`config.mk`:
```
export PLATFORM = sky130hd
export DESIGN_NAME = comparators
export DESIGN_NICKNAME = d
export VERILOG_FILES = /design/src/rtl/comparators_pkg.sv /design/src/rtl/comparators_core.sv /design/src/rtl/comparators.sv
export SDC_FILE = /design/constraint.sdc
export NUM_CORES = 1
export LEC_CHECK = 0
export BUFFER_PORTS_ARGS = -buffer_cell sky130_fd_sc_hd__buf_2
export CAP_MARGIN = 20
export CORE_AREA = 3 3 40 42
export DETAILED_ROUTE_END_ITERATION = 10
export DIE_AREA = 0 0 43 45
export PLACE_DENSITY = 0.65
export SYNTH_ARGS = -nofsm -noshare
export SYNTH_HDL_FRONTEND = slang
export SYNTH_SLANG_ARGS = --single-unit
export TNS_END_PERCENT = 30
```
`constraint.sdc`:
```
create_clock -name clk -period 0.9 [get_ports clk]
set_input_delay 0.09 -clock clk [delete_from_list [all_inputs] [get_ports clk]]
set_output_delay 0.09 -clock clk [all_outputs]
set_load 0.03 [all_outputs]
```
`src/rtl/comparators_pkg.sv`:
```
// comparators_pkg: flag bit indices, flag vector type and flag derivation shared with branch logic.
package comparators_pkg;
  localparam int FLAG_EQ  = 0;
  localparam int FLAG_NEQ = 1;
  localparam int FLAG_LT  = 2;
  localparam int FLAG_LTE = 3;
  localparam int FLAG_GT  = 4;
  localparam int FLAG_GTE = 5;
  localparam int FLAG_N   = 6;
  typedef logic [FLAG_N-1:0] flags_t;
  // All six relations follow from equality and less-than alone.
  function automatic flags_t derive_flags(input logic e, input logic l);
    flags_t f;
    f[FLAG_EQ]  = e;
    f[FLAG_NEQ] = ~e;
    f[FLAG_LT]  = l;
    f[FLAG_LTE] = l | e;
    f[FLAG_GT]  = ~(l | e);
    f[FLAG_GTE] = ~l;
    return f;
  endfunction
endpackage

```
`src/rtl/comparators_core.sv`:
```
// comparators_core: combinational equality and less-than primitives; signed ordering with COMPARATORS_SIGNED_EN.
module comparators_core #(
  parameter int WIDTH = 8
) (
  input  logic [WIDTH-1:0] x,
  input  logic [WIDTH-1:0] y,
`ifdef COMPARATORS_SIGNED_EN
  input  logic             sgn,
`endif
  output logic             e,
  output logic             l
);
  logic [WIDTH-1:0] xm;
  logic [WIDTH-1:0] ym;
`ifdef COMPARATORS_SIGNED_EN
  // Flipping both MSBs maps two's-complement order onto unsigned order.
  always_comb begin
    xm = x ^ {sgn, {(WIDTH-1){1'b0}}};
    ym = y ^ {sgn, {(WIDTH-1){1'b0}}};
  end
`else
  always_comb begin
    xm = x;
    ym = y;
  end
`endif
  always_comb begin
    e = xm == ym;
    l = xm < ym;
  end
endmodule

```
`src/rtl/comparators.sv`:
```
// comparators: registered six-flag comparator, one-cycle latency; signed mode via COMPARATORS_SIGNED_EN.
module comparators
  import comparators_pkg::*;
#(
  parameter int WIDTH = 8
) (
  input  logic             clk,
  input  logic             rst_n,
  input  logic             in_valid,
  input  logic [WIDTH-1:0] x,
  input  logic [WIDTH-1:0] y,
`ifdef COMPARATORS_SIGNED_EN
  input  logic             sgn,
`endif
  output logic             out_valid,
  output logic             eq,
  output logic             neq,
  output logic             lt,
  output logic             lte,
  output logic             gt,
  output logic             gte
);
  logic   e;
  logic   l;
  flags_t flags_q;
  comparators_core #(.WIDTH(WIDTH)) u_core (
    .x(x),
    .y(y),
`ifdef COMPARATORS_SIGNED_EN
    .sgn(sgn),
`endif
    .e(e),
    .l(l)
  );
  // Flags hold their last value while in_valid is low.
  always_ff @(posedge clk or negedge rst_n) begin
    if (!rst_n) begin
      out_valid <= 1'b0;
      flags_q   <= '0;
    end else begin
      out_valid <= in_valid;
      if (in_valid) flags_q <= derive_flags(e, l);
    end
  end
  assign eq  = flags_q[FLAG_EQ];
  assign neq = flags_q[FLAG_NEQ];
  assign lt  = flags_q[FLAG_LT];
  assign lte = flags_q[FLAG_LTE];
  assign gt  = flags_q[FLAG_GT];
  assign gte = flags_q[FLAG_GTE];
endmodule

```
## Word level (Yosys, flattened, before mapping)

Cells that the tools add are included.

- Magnitude comparators: 1
- Equal/unequal tests: 1
- Bitwise logic cells: 4

Operators by type and width:

| operator | number |
|---|---|
| $eq 8x8->1 | 1 |
| $lt 8x8->1 | 1 |
| $not 1->1 | 3 |
| $or 1x1->1 | 1 |

- Register bits after elaboration: 7
- Input port bits: 19
- Output and inout bits: 7
- Word-level logic and storage cells: 8

## Longest topological paths before layout

Gate-level depths: netlist of the first run.

- Word-level depth: 3
- Gate-level depth with buffers: 6

## Hierarchy

From an unflattened synthesis of the first run, not the netlist that was laid out.

- Cells, all modules: 45
- Area, all modules: 475.5 um^2

By module, submodules not included:

| module | instances | cells each | area each (um^2) |
|---|---|---|---|
| comparators | 1 | 18 | 272.8 |
| comparators_core | 1 | 27 | 202.7 |

## Least setup slack after synthesis of the first run

No wires, ideal clock.

- Kind: input to register
- Start: input port y[7]
- End: register flags_q[3]
- Setup time: 119 ps
- Data arrival time: 1,081 ps
- Required time: 781 ps
- Setup slack: -299 ps
- Stages: 5
- Buffers on the path: 0
- Cell sequence: inv_1 -> ha_1 -> and4_1 -> a21bo_2 -> a21o_2

- Word-level cells in the longest chain between the ends: 2
- Elaborated cells between the ends (all ways): 3
- Those cells by class: order compare (1); eq/ne (1); bitwise (1)

Ends and longest elaborated chain:

| item | RTL line | RTL |
|---|---|---|
| from (decl) | comparators.sv:11 | `input logic [WIDTH-1:0] y,` |
| $lt 8x8->1 / $eq 8x8->1 (equally long branches) | comparators_core.sv:29, comparators_core.sv:28 |  |
| $or 1x1->1 (*) | comparators_pkg.sv:17 | `f[FLAG_LTE] = l \| e;` |
| to (signal assigned) | comparators.sv:42 | `if (in_valid) flags_q <= derive_flags(e, l);` |
| to (decl) | comparators.sv:25 | `flags_t flags_q;` |

Mark *: on every way between the ends. The rest lies on a longest branch, timed or not.
A chain may end at the register's enable or synchronous reset.

## Worst setup path in the final report of the first run

- Start: input port y[1]
- End: register flags_q[3]

The elaborated chain is that of the path after synthesis.

==> metrics.cfg, run 1 <==
[worst_setup_path]
r2r_slack_ns = 0.11
crit_path_max_incr_delay_ns = 0.24
cp-end-kind = flop
critical_path_required_ns = 1.05
cp-start-kind = primary input
critPathSlowestCell = ha_4
r2r_start = flags_q[3]$_DFFE_PN0P_
path_class = in2reg
r2r-end = flags_q[3]$_DFFE_PN0P_
crit_fanout = 4
r2r_cells = 3
critical_path.cell_chain = buf_8, inv_8, ha_4, nor2b_1, o211ai_1, a21bo_4, a21o_2
cp.arrival_ns = 1.10

[placed_design]
placed_cells = 87
dp_hpwl_um = 826
io_buffers = 25
gp_congestion = 0.739
place_area_um2 = 676

[floorplanning]
start_util_pct = 35.9
die_h_um = 45
pin_count = 26
core-area_um2 = 1280
die_w_um = 43
die_area_um2 = 1940
placementRows = 13

[cells_and_area]
nets = 105
num_antenna_cells = 0
drive_gt1_share_pct = 58.4
final_util_pct = 64.7
final_cell_mix = buf_6, buf_2, dfrtp_1
fin_area_um2 = 831
layout_commonest_cell = buf_6
syn2layout_area_growth_pct = 79.9
stdcell_count = 92

[yosys]
yosysUniqueCellTypes = 18
syn_area_um2 = 462
syn_avg_cell_area_um2 = 10.0
synth-seq-cells = 7
ys_seq_area_share_pct = 37.9
syn-instance-count = 46
syn_nets = 73
synth_warnings = 0

[pwr]
p_per_area_nw_per_um2 = 1230
p_switching_w = 0.000315
vdd_drop_max_v = 0.000921
p_clk_share_pct = 29.1
internal_power_w = 0.000707
p_comb_share_pct = 35.7
netSwitchingFraction_pct = 30.8
leakagePower_nw = 0.399
pwr-share-seq_pct = 35.2

[timing]
finalSetupViolCount = 3
whs_ns = 0.105
final_hold_viol_count = 0
fin_crit_ns = 0.953
worst_pin_slew_ns = 0.337
slew_headroom_pct = 77.6
clock_skew_ns = 0
slew_viol_final = 0
setup_ws_ns = -0.0534
fmax_mhz = 1050
rsz0062_at_grt = true
post-route-period-util_pct = 106

[clock_network]
clk_path_buf_depth = 2
cts_tree = yes
cts_root_buf = clkbuf_4
clkTransAtPathRegs_ns = 0.05
worst_skew_pair.late_latency_ns = 0.26
clkSinkCount = 7
numCtsBuffers = 3
htreeDepth = 1
cts_setup_buffers = 0

[hold_path]
hold_start = in_valid
hold_depth = 2
hold_end = out_valid$_DFF_PN0_
min_path_type = in2reg

[outcome]
violations = negative setup slack
outcome = finished, violations left

[flow_run]
maxCapViolations = 0

[routing]
drtIter0Drc = 7
vias = 436
dr.pass1.iters = 4
wl_um = 1110
drc = 0
ant_nets = 0
vias_per_cell = 4.74
wl_per_cell_um = 12.0

[global_route]
grt_pass1_wl_um = 1950
grt_overflow = 0
grt_pass1_vias = 462
grt_max_degree = 8
grt_usage_pct = 14.4
grt_antenna_before_repair = 0

-- state kept, by name, indices dropped and copies added, names as in the netlist --
name and flops:
flags_q 6, out_valid 1
-- area by class of cell --
type	instances	area [um^2]
Sequential cell	7	175
Tap cell	15	18.8
Fill cell	114	454
Inverter	11	53.8
Multi-Input combinational cell	28	317
Timing Repair Buffer	27	240
Clock buffer	4	26.3
-- what timing repair did --
item	in CTS	in global routing
setup endpoints to repair	9	12
endpoints found under the hold margin	7	0
gates resized for setup	26	2
pin swaps	7	1
hold buffers	1	0
-- synthesized netlist by cell type --
cell type	count	area (um^2)
o211ai_1	1	7.51
and3_2	1	7.51
inv_2	1	3.75
ha_1	8	100
a21oi_1	4	20.0
a21o_2	1	8.76
nand2_1	1	3.75
o21a_1	1	7.51
dfrtp_1	7	175
nor2b_1	1	6.26
a2111oi_4	1	27.5
nor2_1	2	7.51
and4_1	1	8.76
a22o_1	1	8.76
nand4_1	1	6.26
o21ai_0	3	15.0
inv_1	10	37.5
a21bo_2	1	10.0
-- layer usage --
metal	up-vias	global-route usage, %	part of all wire (%)
met4	0	10.8	2.9
met5	-	0	0
met2	15	22.2	50
li1	218	-	-
met1	199	16.4	39
met3	4	5.18	8.2
-- power groups by stage --
stage	registers, W	clock network [W]	logic [W]
2_1_floorplan	0.000418	0	0.000121
3_3_place_gp	0.000362	0	0.000288
3_5_place_dp	0.000361	0	0.000296
4_1_cts	0.000361	0.000310	0.000365
5_1_grt	0.000365	0.000330	0.000405
6_report	0.000360	0.000297	0.000365
-- logic make-up after synthesis --
| logic type | Yosys count | share of synthesized area, % |
|---|---|---|
| simple gates | 7 | 8.67 |
| buf+inv | 11 | 8.94 |
| flops | 7 | 37.9 |
| fa+ha+maj | 8 | 21.7 |
| compound gates | 13 | 22.8 |
-- worst max-delay path, delay by kind of cell --
kind                     cells  cell delay, ns
adder cells (fa/ha/maj)      1            0.24
buffers and inverters        2            0.11
AND/OR/NAND/NOR              1            0.12
AO/OA/AOI/OAI                3            0.54
-- worst max path at each step --
stage                     start                      to  cells after the start
after floorplan            y[1]  flags_q[3]$_DFFE_PN0P_                      6
after global placement     y[1]  flags_q[3]$_DFFE_PN0P_                      7
after detailed placement   y[1]  flags_q[3]$_DFFE_PN0P_                      7
after CTS                  y[7]  flags_q[3]$_DFFE_PN0P_                      6
after global routing       y[7]  flags_q[4]$_DFFE_PN0P_                      7
final                      y[1]  flags_q[3]$_DFFE_PN0P_                      7
-- through the flow --
step / TNS (ns) / power, W / setup WS (ns)
3_3_place_gp: -1.77 / 0.000649 / -0.361
3_5_place_dp: -1.79 / 0.000656 / -0.381
5_1_grt: -0.411 / 0.00110 / -0.0848
6_report: -0.121 / 0.00102 / -0.0534
4_1_cts: -0.0504 / 0.00104 / -0.0311
2_1_floorplan: -0.510 / 0.000539 / -0.174
(Power assumes the default switching activity.)
==> run 2: changes to the inputs <==
- SKIP_LAST_GASP: default -> 1
==> run 2 against run 1 <==
Compared with the run above:
- clock skew unchanged
- non-clock buffer count unchanged
- largest cell class unchanged
- clock-buffer cell count unchanged
- the flow still finishes with violations (negative setup slack)
- worst hold slack about the same
- register-to-register slack improved by 0.02 ns
- critical path depth decreased by 1
- critical path type unchanged
==> metrics.cfg, run 2 (synthesis results as in run 1) <==
[placed_design]
pre_cts_ws_ns = -0.381  ; unchanged
dp_hpwl_um = 826  ; unchanged
io_buffers = 25  ; unchanged
gp_congestion = 0.739  ; unchanged
placed_cells = 87  ; unchanged

[worst_setup_path]
critical_path_required_ns = 1.05  ; about the same
cp-end-kind = flop
r2r_slack_ns = 0.13  ; +0.02 ns
r2r_cells = 3  ; unchanged
cp-startpoint = y[7]
r2r-end = flags_q[3]$_DFFE_PN0P_
r2r_start = flags_q[3]$_DFFE_PN0P_
cp-start-kind = primary input
endpoint = flags_q[3]$_DFFE_PN0P_
path_class = in2reg
cp.arrival_ns = 1.11  ; about the same
crit_fanout = 4  ; unchanged

[timing]
final_hold_viol_count = 0  ; unchanged
post-route-period-util_pct = 107  ; +0.66 points
clock_skew_ns = 0  ; unchanged
whs_ns = 0.105  ; -0.000177 ns
fin_crit_ns = 0.959  ; +0.00591 ns
fmax_mhz = 1040  ; -0.62%
slew_viol_final = 0  ; unchanged
finalSetupViolCount = 6  ; +3
setup-tns-final_ns = -0.150  ; -0.0293 ns
slew_headroom_pct = 77.6  ; about the same
worst_pin_slew_ns = 0.336  ; -0.000664 ns
rsz0062_at_grt = true
setup_ws_ns = -0.0593  ; -0.00591 ns

[cells_and_area]
final_cell_mix = buf_2, buf_6, dfrtp_1
largest_reg_flops = 6  ; unchanged
syn2layout_area_growth_pct = 74.0
drive_gt1_share_pct = 58.4  ; unchanged
reg_top3 = flags_q: 6 flops, out_valid: 1 flops
num_antenna_cells = 0  ; unchanged
layout_commonest_cell = buf_2
regMostFlops = flags_q
stdcell_count = 92  ; unchanged
nets = 105  ; unchanged

[pwr]
power_w = 0.000992  ; -3.0%
vdd_drop_max_v = 0.000911  ; -1.0%
p_clk_share_pct = 29.8  ; +0.7 points
p_per_area_nw_per_um2 = 1230  ; +0.34%
netSwitchingFraction_pct = 31.3  ; +0.43 points
p_switching_w = 0.000310  ; -1.6%
pwr-share-seq_pct = 35.8  ; +0.6 points
leakagePower_nw = 0.388  ; -2.7%
internal_power_w = 0.000682  ; -3.6%
p_comb_share_pct = 34.3  ; -1.4 points

[floorplanning]
placementRows = 13  ; unchanged
die_w_um = 43  ; unchanged
core-area_um2 = 1280  ; unchanged
start_util_pct = 35.9  ; unchanged
die_area_um2 = 1940  ; unchanged
pin_count = 26  ; unchanged
die_h_um = 45  ; unchanged

[clock_network]
clkTransAtPathRegs_ns = 0.05  ; about the same
cts_tree = yes
htreeDepth = 1  ; unchanged
numCtsBuffers = 3  ; unchanged
worst_skew_pair.late_latency_ns = 0.25  ; about the same
cts_root_buf = clkbuf_4
clkSinkCount = 7  ; unchanged
cts_setup_buffers = 0  ; unchanged
clk_path_buf_depth = 2  ; unchanged

[global_route]
grt_usage_pct = 14.5  ; +0.084 points
grt_pass1_vias = 467  ; +1.1%
grt_pass1_wl_um = 1960  ; +0.72%
grt_antenna_before_repair = 0  ; unchanged
grt_max_degree = 8  ; unchanged
grt_overflow = 0  ; unchanged

[routing]
ant_nets = 0  ; unchanged
drc = 0  ; unchanged
wl_per_cell_um = 12.1  ; +0.99%
vias_per_cell = 4.77  ; +0.69%
wl_um = 1120  ; +0.99%
drtIter0Drc = 7  ; unchanged
dr.pass1.iters = 4  ; unchanged
vias = 439  ; +0.69%

[flow_run]
maxCapViolations = 0  ; unchanged

[outcome]
outcome = finished, violations left
violations = negative setup slack

[hold_path]
min_path_type = in2reg

==> run 2: what timing repair did <==
action                                 CTS  global route
hold buffers                             1             0
setup endpoints to repair                9            12
endpoints found under the hold margin    7             0
pin swaps                                7             1
gates resized for setup                 17             2
==> run 2: per-layer routing <==
metal / vias up / GRT usage (%) / wire [um]
met2: 15 / 22.2 / 543
met5: - / 0 / 0
met1: 201 / 16.4 / 439
met4: 0 / 10.8 / 32
met3: 4 / 5.58 / 102
li1: 219 / - / -
==> run 2: power by group through the flow <==
stage / clock (W) / sequential, W / combinational [W]
final: 0.000296 / 0.000355 / 0.000341
after global routing: 0.000330 / 0.000361 / 0.000379
after CTS: 0.000310 / 0.000356 / 0.000339
after detailed placement: 0 / 0.000361 / 0.000296
after global placement: 0 / 0.000362 / 0.000288
after floorplan: 0 / 0.000418 / 0.000121
==> run 2: cell type report <==
type,count,area [um^2]
multi-input cells,28,317
flip-flops and latches,7,175
clock buffers,4,26.3
inverters,11,53.8
repair buffers,27,213
fillers,115,482
well taps,15,18.8
==> run 2: how the worst min path moves through the flow <==
| stage | start | to | slack [ns] | cells after the start |
|---|---|---|---|---|
| after floorplan | rst_n | flags_q[0]$_DFFE_PN0P_ | -0.21 | 0 |
| after global placement | rst_n | out_valid$_DFF_PN0_ | -0.07 | 1 |
| after detailed placement | rst_n | flags_q[0]$_DFFE_PN0P_ | -0.07 | 1 |
| after CTS | in_valid | out_valid$_DFF_PN0_ | 0.1 | 2 |
| after global routing | in_valid | out_valid$_DFF_PN0_ | 0.10 | 2 |
| final | in_valid | out_valid$_DFF_PN0_ | 0.10 | 2 |
==> run 2: stage by stage <==
step                      util (%)  cell area (um^2)
final                         62.5               803
after global routing          62.5               803
after CTS                     62.3               801
after detailed placement      52.6               676
after global placement        52.6               676
after floorplan                  -               524
==> run 2: worst max-delay path, cell delays in order <==
cell     delay [ns]
buf_8          0.08
inv_6          0.03
ha_4           0.27
and4_4         0.21
a21bo_4        0.24
a21o_2         0.19
==> run 3: changes to the inputs <==
- ABC_AREA: default -> 1
- BUFFER_PORTS_ARGS: -buffer_cell sky130_fd_sc_hd__buf_2 -> -buffer_cell sky130_fd_sc_hd__clkbuf_2
- PLACE_DENSITY: 0.65 -> default
==> run 3 against run 2 <==
Compared with the run above:
- the run now ends clean
- sequential power is 2% higher
- sequential share of layout area is 1.9 points higher
- final area is 7.9% lower
- largest power group unchanged
- clock-buffer cell count stayed put
- fmax is 7.9% higher
- global-route usage is 3.1 points lower
- clock power is 4% lower
- critical path type is now reg2out
- routed wire length is 16% lower
==> metrics.cfg, run 3 <==
[outcome]
outcome = finished, final reports clean

[floorplanning]
placementRows = 13  ; unchanged
die_w_um = 43  ; unchanged
pin_count = 26  ; unchanged
die_h_um = 45  ; unchanged
core-area_um2 = 1280  ; unchanged
start_util_pct = 35.6  ; -0.29 points
die_area_um2 = 1940  ; unchanged

[timing]
fin_crit_ns = 0.889  ; -0.0704 ns
post-route-period-util_pct = 98.8  ; -7.8 points
worst_pin_slew_ns = 0.166  ; -0.170 ns
rsz0062_at_grt = true
clock_skew_ns = 0  ; unchanged
final_hold_viol_count = 0  ; unchanged
fmax_mhz = 1130  ; +7.9%
setup_ws_ns = 0.0111  ; +0.0704 ns
slew_headroom_pct = 88.9  ; +11 points
slew_viol_final = 0  ; unchanged
finalSetupViolCount = 0  ; -6

[yosys]
synth_top_area_cell = dfrtp_1
synth_xor_area_share_pct = 0  ; unchanged
synth-edff-count = 0  ; unchanged
yosys.area.top_type_share_pct = 38.3  ; +0.31 points
synth_top_family_by_area = simple AND/OR/NAND/NOR gates
async_reset_ff_share_pct = 100  ; unchanged
synth.area.top_cells = dfrtp_1, ha_1, nand2_1
syn_avg_cell_area_um2 = 7.76  ; -23%
synth_compound_area_share_pct = 4.92  ; -18 points
synth_warnings = 0  ; unchanged
synthFlopType = dfrtp_1
synth.most_common_cell = nand2_1
ys_seq_area_share_pct = 38.3  ; +0.31 points
synth-simple-area-share_pct = 25.1  ; +16 points
syn_nets = 86  ; +18%
synthMuxAreaShare_pct = 0  ; unchanged
syn-instance-count = 59  ; +28%
synthTopCellsByCount = nand2_1, inv_1, ha_1
synth_fa_ha_area_share_pct = 21.9  ; +0.18 points
synth-seq-cells = 7  ; unchanged
syn_area_um2 = 458  ; -0.81%
yosysUniqueCellTypes = 11  ; -7

[placed_design]
pre_cts_ws_ns = -0.182  ; +0.198 ns
gp_congestion = 0.736  ; -0.30%
dp_hpwl_um = 822  ; -0.47%
io_buffers = 25  ; unchanged

[global_route]
grt_usage_pct = 11.4  ; -3.1 points
grt_max_degree = 8  ; unchanged
grt_pass1_wl_um = 1660  ; -15%
grt_antenna_before_repair = 0  ; unchanged
grt_overflow = 0  ; unchanged
grt_pass1_vias = 428  ; -8.4%

[clock_network]
cts_tree = yes
clkSinkCount = 7  ; unchanged
clk_path_buf_depth = 2  ; unchanged
cts_root_buf = clkbuf_4
worst_skew_pair.late_latency_ns = 0.25  ; about the same
htreeDepth = 1  ; unchanged
numCtsBuffers = 3  ; unchanged
clkTransAtPathRegs_ns = 0.05  ; about the same

[cells_and_area]
final_cell_mix = clkbuf_2, nand2_1, inv_1, dfrtp_1, nor2_1
fillers = 129  ; +12%
reg_top3 = flags_q: 6 flops, out_valid: 1 flops
num_antenna_cells = 0  ; unchanged
largest_reg_flops = 6  ; unchanged
final_util_pct = 57.5  ; -5.0 points
regMostFlops = flags_q
drive_gt1_share_pct = 47.8  ; -11 points
syn2layout_area_growth_pct = 61.5
nets = 120  ; +14%
layout_commonest_cell = clkbuf_2

[worst_setup_path]
critical_path_required_ns = 0.81  ; -0.24 ns
cp-start-kind = flop
path_buf_inv = 1  ; -1
cp-end-kind = output pin
r2r_cells = 3  ; unchanged
crit_path_max_incr_delay_ns = 0.37  ; +0.10 ns
critical_path.cell_chain = buf_2
path_delay_family = flip-flops
r2r_start = flags_q[3]$_DFFE_PN0P_
cp.arrival_ns = 0.80  ; -0.31 ns
critPathSlowestCell = dfrtp_1
r2r-end = flags_q[3]$_DFFE_PN0P_
path_class = reg2out
r2r_slack_ns = 0.13  ; about the same
crit_fanout = 2  ; -2

[hold_path]
hold_depth = 2  ; unchanged
hold_end = out_valid$_DFF_PN0_
hold_start = in_valid
min_path_type = in2reg

[pwr]
leakagePower_nw = 0.422  ; +8.7%
vdd_drop_max_v = 0.000777  ; -15%
p_per_area_nw_per_um2 = 1310  ; +6.1%

[routing]
vias_per_cell = 4.21  ; -12%
dr.pass1.iters = 4  ; unchanged
wl_per_cell_um = 8.74  ; -28%
drtIter0Drc = 3  ; -4
vias = 451  ; +2.7%
ant_nets = 0  ; unchanged
drc = 0  ; unchanged
wl_um = 935  ; -16%

[flow_run]
maxCapViolations = 0  ; unchanged

[run 3: cell types whose count changed in the layout (fill, tap and decap cells not counted), moves of 4 or more]
cell,delta
nand2_1,+16
clkbuf_2,+19
buf_2,-12
nor2_1,+4
buf_6,-7
[run 3: per-stage QoR]
stage | cell area (um^2) | hold WS [ns] | cells | power, W | TNS, ns
final | 739 | 0.0902 | 107 | 0.000969 | 0
after global routing | 739 | 0.0923 | 107 | 0.00103 | -0.0364
after CTS | 724 | 0.0811 | 106 | 0.000965 | -0.0111
after detailed placement | 671 | -0.0669 | 101 | 0.000650 | -0.809
after global placement | 671 | -0.0665 | 101 | 0.000647 | -0.753
after floorplan | 512 | -0.206 | 59 | 0.000535 | -0.000746
[run 3: timing repair]
action | 4_1_cts | 5_1_grt
resized for setup | 4 | 8
setup endpoints to repair | 5 | 6
hold buffers | 1 | 0
hold endpoints to repair | 7 | 0
buffers inserted | 0 | 1
[run 3: worst max-delay path by stage]
stage                                 startpoint                     end  slack [ns]  depth (start not counted)
final                     flags_q[0]$_DFFE_PN0P_                      eq        0.01                          1
after global routing      flags_q[3]$_DFFE_PN0P_                     lte       -0.01                          1
after CTS                 flags_q[0]$_DFFE_PN0P_                      eq      -0.008                          1
after detailed placement                    y[6]  flags_q[4]$_DFFE_PN0P_       -0.18                          8
after global placement                      y[7]  flags_q[1]$_DFFE_PN0P_       -0.17                          7
after floorplan                             y[6]  flags_q[1]$_DFFE_PN0P_     -0.0007                          6
[run 3: metal layers]
metal | track usage (%) | vias to the layer above | routed length (um)
li1 | - | 249 | -
met1 | 13.2 | 186 | 415
met2 | 20.1 | 16 | 439
met3 | 4.78 | 0 | 79
met4 | 1.81 | 0 | 0
met5 | 0 | - | 0
[run 3: logic make-up after synthesis]
family,count (synthesis)
adders and majority gates,8
DFF,7
and+or+nand+nor,28
buffers and inverters,12
AOI/OAI and AO/OA,4
[run 3: layout make-up]
class / count / area, um^2 / area share [%]
Sequential cell: 7 / 175 / 23.7
Tap cell: 15 / 18.8 / 2.54
Clock buffer: 4 / 26.3 / 3.55
Inverter: 12 / 45.0 / 6.09
Timing Repair Buffer: 29 / 183 / 24.7
Multi-Input combinational cell: 40 / 292 / 39.4
[run 3: power by group]
part	total [W]	internal [W]	switching, W	leakage, nW
Sequential	0.000362	0.000343	0.0000188	0.0810
Clock	0.000283	0.000169	0.000113	0.0150
Combinational	0.000324	0.000156	0.000168	0.326
